==> src/rtl/imem_arbiter.sv <==
//==============================================================================
// Module   : imem_arbiter
// Purpose  : Shares one single-port RAM between instruction fetch (IF) and the
//            memory stage (MEM); optional round-robin via IMEM_ARB_RR_EN.
// Revision : 1.0 - initial release
//==============================================================================
`default_nettype none

module imem_arbiter #(
    parameter int ADDR_W  = 32,
    parameter int DATA_W  = 32,
    parameter int TIMEOUT = 16
) (
    input  logic                clk,
    input  logic                rst,
    input  logic                if_req,
    input  logic [ADDR_W-1:0]   if_addr,
    output logic [DATA_W-1:0]   if_rdata,
    output logic                if_ack,
    input  logic                mem_req,
    input  logic                mem_we,
    input  logic [ADDR_W-1:0]   mem_addr,
    input  logic [DATA_W-1:0]   mem_wdata,
    input  logic [DATA_W/8-1:0] mem_sel,
    output logic [DATA_W-1:0]   mem_rdata,
    output logic                mem_ack,
    output logic                ram_ce,
    output logic                ram_we,
    output logic [ADDR_W-1:0]   ram_addr,
    output logic [DATA_W-1:0]   ram_wdata,
    output logic [DATA_W/8-1:0] ram_sel,
    input  logic [DATA_W-1:0]   ram_rdata,
    input  logic                ram_ready,
    output logic                bus_err
);

    localparam int                 c_cnt_w   = $clog2(TIMEOUT + 2);
    localparam logic [c_cnt_w-1:0] c_to_last = c_cnt_w'((TIMEOUT > 0) ? TIMEOUT - 1 : 0);

    typedef enum logic [1:0] {
        IDLE    = 2'd0,
        GNT_IF  = 2'd1,
        GNT_MEM = 2'd2
    } state_t;

    state_t             r_state;
    state_t             w_state_nxt;
    logic [c_cnt_w-1:0] r_cnt;
    logic               w_if_vld;
    logic               w_mem_vld;
    logic               w_pick_mem;
    logic               w_pick_if;
    logic               w_timeout;
    logic               w_done;

    // A requester whose ack is on the bus this cycle is not re-granted yet.
    assign w_if_vld  = if_req  & ~if_ack;
    assign w_mem_vld = mem_req & ~mem_ack;

`ifdef IMEM_ARB_RR_EN
    logic r_last_mem;

    assign w_pick_mem = w_mem_vld & (~w_if_vld | ~r_last_mem);

    always_ff @(posedge clk) begin
        if (rst) begin
            r_last_mem <= 1'b0;
        end else if (w_done) begin
            r_last_mem <= (r_state == GNT_MEM);
        end
    end
`else
    assign w_pick_mem = w_mem_vld;
`endif

    assign w_pick_if = w_if_vld & ~w_pick_mem;

    generate
        if (TIMEOUT > 0) begin : g_timeout
            assign w_timeout = (r_state != IDLE) & ~ram_ready & (r_cnt == c_to_last);
        end else begin : g_no_timeout
            assign w_timeout = 1'b0;
        end
    endgenerate

    assign w_done = (r_state != IDLE) & (ram_ready | w_timeout);

    always_ff @(posedge clk) begin
        if (rst) begin
            r_state <= IDLE;
        end else begin
            r_state <= w_state_nxt;
        end
    end

    always_comb begin
        w_state_nxt = r_state;
        unique case (r_state)
            IDLE: begin
                if (w_pick_mem) begin
                    w_state_nxt = GNT_MEM;
                end else if (w_pick_if) begin
                    w_state_nxt = GNT_IF;
                end
            end
            GNT_IF, GNT_MEM: begin
                if (w_done) begin
                    w_state_nxt = IDLE;
                end
            end
            default: w_state_nxt = IDLE;
        endcase
    end

    always_ff @(posedge clk) begin
        if (rst) begin
            r_cnt     <= '0;
            ram_ce    <= 1'b0;
            ram_we    <= 1'b0;
            ram_addr  <= '0;
            ram_wdata <= '0;
            ram_sel   <= '0;
            if_ack    <= 1'b0;
            if_rdata  <= '0;
            mem_ack   <= 1'b0;
            mem_rdata <= '0;
            bus_err   <= 1'b0;
        end else begin
            if_ack  <= 1'b0;
            mem_ack <= 1'b0;
            bus_err <= 1'b0;
            if (r_state == IDLE) begin
                r_cnt <= '0;
                if (w_pick_mem) begin
                    ram_ce    <= 1'b1;
                    ram_we    <= mem_we;
                    ram_addr  <= mem_addr;
                    ram_wdata <= mem_wdata;
                    ram_sel   <= mem_sel;
                end else if (w_pick_if) begin
                    ram_ce    <= 1'b1;
                    ram_we    <= 1'b0;
                    ram_addr  <= if_addr;
                    ram_wdata <= '0;
                    ram_sel   <= '1;
                end
            end else begin
                r_cnt <= r_cnt + 1'b1;
                if (w_done) begin
                    ram_ce  <= 1'b0;
                    ram_we  <= 1'b0;
                    bus_err <= w_timeout;
                    if (r_state == GNT_IF) begin
                        if_ack   <= 1'b1;
                        if_rdata <= w_timeout ? '0 : ram_rdata;
                    end else begin
                        mem_ack   <= 1'b1;
                        mem_rdata <= (w_timeout | ram_we) ? '0 : ram_rdata;
                    end
                end
            end
        end
    end

endmodule

`default_nettype wire
==> config.mk <==
export PLATFORM = sky130hd
export DESIGN_NAME = imem_arbiter
export DESIGN_NICKNAME = d
export VERILOG_FILES = /design/src/rtl/imem_arbiter.sv
export SDC_FILE = /design/constraint.sdc
export NUM_CORES = 1
export LEC_CHECK = 0
export CAP_MARGIN = 20
export CORE_ASPECT_RATIO = 0.7
export CORE_MARGIN = 3
export CORE_UTILIZATION = 39
export DETAILED_ROUTE_END_ITERATION = 8
export PLACE_DENSITY = 0.8
export SLEW_MARGIN = 20
export SYNTH_ARGS = -nofsm -noshare
export SYNTH_HDL_FRONTEND = slang
export SYNTH_SLANG_ARGS = --single-unit
==> constraint.sdc <==
create_clock -name clk -period 2.6 [get_ports clk]
set_clock_uncertainty 0.1 [all_clocks]
set_input_delay 0.65 -clock clk [delete_from_list [all_inputs] [get_ports clk]]
set_output_delay 0.65 -clock clk [all_outputs]
set_load 0.005 [all_outputs]
==> flow_summary.json <==
{
  "status": "completed",
  "finalWeightedCongestion": 0.791,
  "delay_contributed_by_the_slowest_stage_of_the_critical_path_ns": 0.58,
  "power_density_of_the_placed_cells_nw_per_um2": 751,
  "cts_tree": "built",
  "grt_first_pass_wirelength_mm": 24.6,
  "crit_chain": "clkdlybuf4s50_1",
  "mostFrequentLayoutCell": "clkdlybuf4s50_1",
  "cts.root.buffer_cell": "clkbuf_16",
  "setup_violation_total_in_the_final_timing_report": 0,
  "layout_worst_path_cycle_share_pct": 83.2,
  "timing.critical_path.fanout_max": 3,
  "final-hold-violation-count": 0,
  "antenna_cells_inserted": 0,
  "post-route-drc-count": 0,
  "clkSlewWorstSetupHoldPaths_ns": 0.06,
  "maxCapViolations": 0,
  "r2r_setup_slack_ns": 0.56,
  "cpLargestDelayFamily": "buffers and inverters",
  "routed_wl_mm": 16.0,
  "routed_wire_length_per_instance_um": 18.5,
  "detail_route.wirelength.met1_mm": 6.35,
  "vdd_drop_max_mv": 0.521,
  "clock_sink_count": 144,
  "htree_levels": 4,
  "post_synth_xor_area_fraction_pct": 0.344,
  "number_of_nets_in_the_final_layout": 835,
  "multiInputGateArea_um2": 1910,
  "antenna_violating_nets_post_route": 0,
  "detailroute.wirelength.met3_mm": 1.16,
  "cts-buffers-inserted": 17,
  "async_flop_share_pct": 0,
  "die_w_um": 143,
  "hpwl_mm": 11.7,
  "synth_ff_type": "dfxtp_1",
  "gr-total-overflow": 0,
  "highest-signal-layer": "met4",
  "synth_area_um2": 5090,
  "critPathRequiredTime_ns": 1.85,
  "setup.worst_path.class": "reg2out",
  "grt_setup_unrepaired": "false",
  "worst_skew_pair.late_latency_ns": 0.40,
  "startpoint": "ram_we",
  "wp_buf_inv": 1,
  "postCtsResizedCells": 0,
  "die-height_um": 102,
  "fin_ws_ns": 0.438,
  "post_synth_mux_area_share_pct": 6.29,
  "critical_register_to_register_path_endpoint": "if_rdata[24]",
  "worst_ep_arrival_time_ns": 1.41,
  "whs_endpoint": "r_cnt[0]",
  "regToRegStartpoint": "r_cnt[0]",
  "final_cell_mix": "clkdlybuf4s50_1, dfxtp_1, a22o_1",
  "tightest_slew_ns": 0.602,
  "yosysUniqueCellTypes": 36,
  "number_of_synthesized_flops_with_an_enable_pin": 0,
  "initialDrtViolationCount": 188,
  "dp_worst_setup_slack_ns": 0.193,
  "final-seq-area_um2": 2880,
  "worstSetupStartpointType": "register",
  "cpMaxStageDelayCell": "clkdlybuf4s50_1",
  "synth.yosys.seq_area_share_pct": 56.6,
  "rows": 34,
  "design.portCount": 275,
  "setup-tns-final_ns": 0,
  "min-delay-path-class": "reg2reg",
  "drive_above_1_share_pct": 11.8,
  "initial_drt_pass_iterations": 4,
  "grt_pass1_vias": 4821,
  "power.static_leakage_nw": 3.30,
  "cts_hold_buf": 0,
  "min_from": "r_cnt[0]",
  "die_area_um2": 14500,
  "floorplan.core_area_um2": 12600,
  "whs_path_depth": 1,
  "grt_max_degree": 38,
  "avgViaCountPerCell": 5.23,
  "max_clock_freq_mhz": 462,
  "fraction_of_the_mapped_netlist_area_in_adder_cells_pct": 0.983,
  "maxSlewViolCount": 0,
  "start_util_pct": 40.4,
  "cts_setup_buffers": 0,
  "cts_max_path_buffers": 2,
  "flow.area_growth_from_synthesis_pct": 69.3,
  "ys.warnings.count": 0,
  "synth_instances": 428,
  "synth_top_family_by_area": "compound AO/OA/AOI/OAI gates",
  "met2RoutedLength_mm": 8.25,
  "layout.filler_cells": 956,
  "worstSetupEndpointType": "output pin",
  "grt_antenna_before_repair": 0,
  "vias": 4542,
  "postSynthNetCount": 570,
  "worst_slew_margin_rel_pct": 59.8,
  "ys_seq_elements": 144,
  "portBuffers": 274,
  "reg2regPathDepth": 7,
  "yosys.area_share.simple_pct": 3.02,
  "globalRouteTotalUtil_pct": 21.5,
  "post_synth.cell_area_avg_um2": 11.9,
  "synth_compound_gate_area_share_pct": 26.1,
  "min_period_ns": 2.16
}
-- sequential cells by signal, summed over array words and instances, names as in the netlist --
name / count
r_state: 2
ram_sel: 4
mem_ack: 1
ram_wdata: 32
if_rdata: 32
ram_addr: 32
r_cnt: 5
ram_we: 1
if_ack: 1
ram_ce: 1
mem_rdata: 32
bus_err: 1
-- power by group --
| part | internal [mW] | switching [mW] |
|---|---|---|
| combinational | 0.856 | 0.602 |
| clock | 1.51 | 0.921 |
| sequential | 2.45 | 0.134 |
| total | 4.82 | 1.66 |
-- area by class of cell --
| cell class | count | area share (%) |
|---|---|---|
| clock buffers | 19 | 5.02 |
| clock inverters | 13 | 1.90 |
| inverters | 37 | 1.61 |
| multi-input cells | 207 | 22.1 |
| flip-flops and latches | 144 | 33.4 |
| well taps | 162 | 2.35 |
| repair buffers | 286 | 33.6 |
-- logic make-up (layout without fill, tap and decap cells) --
logic type / Yosys count / after routing
AOI/OAI and AO/OA: 144 / 144
DFF: 144 / 144
buffers and inverters: 77 / 355
muxes: 32 / 32
and+or+nand+nor: 25 / 25
adders and majority gates: 4 / 4
xor gates and xnor gates: 2 / 2
-- stage by stage --
| stage | area [um^2] | hold slack (ns) | util [%] | power (mW) | cells |
|---|---|---|---|---|---|
| 2_1_floorplan | 5090 | 0.318 | - | 3.20 | 428 |
| 5_1_grt | 8620 | 0.386 | 68.5 | 6.78 | 868 |
| 3_5_place_dp | 8030 | 0.336 | 63.7 | 4.09 | 836 |
| 4_1_cts | 8620 | 0.350 | 68.5 | 6.54 | 868 |
| 6_report | 8620 | 0.346 | 68.5 | 6.48 | 868 |
| 3_3_place_gp | 8030 | 0.331 | 63.7 | 4.03 | 836 |
-- layer usage --
metal | track usage (%) | up-vias
li1 | - | 2163
met1 | 24.2 | 2206
met2 | 38.7 | 152
met3 | 7.17 | 21
met4 | 6.72 | 0
met5 | 0 | -
-- worst register-to-register path: stages, from the launching register on --
cell     delay (ns)
dfxtp_1        0.32
ha_1           0.22
and3_1         0.18
ha_1           0.22
o21ba_2        0.24
a21oi_2        0.12
buf_4          0.36
a22o_1         0.22
-- worst max path at each step --
stage               cells after the start  slack [ns]            end
detailed placement                      5        0.19  mem_rdata[17]
finish                                  1        0.44         ram_we
CTS                                     1        0.42         ram_we
global route                            1        0.41         ram_we
floorplan                               7        0.62  mem_rdata[16]
global placement                        5        0.24  mem_rdata[18]
-- cell usage after synthesis, types with 5 or more instances --
| cell type | n | area [um^2] |
|---|---|---|
| a22o_1 | 37 | 324 |
| a22o_2 | 27 | 270 |
| a32o_1 | 32 | 320 |
| buf_2 | 10 | 50.1 |
| buf_6 | 5 | 56.3 |
| clkbuf_1 | 25 | 93.8 |
| dfxtp_1 | 144 | 2880 |
| inv_1 | 36 | 135 |
| mux2i_1 | 32 | 320 |
| nor2_1 | 5 | 18.8 |
| o32ai_1 | 34 | 298 |
Note: power is estimated with default switching activity, not from simulation.
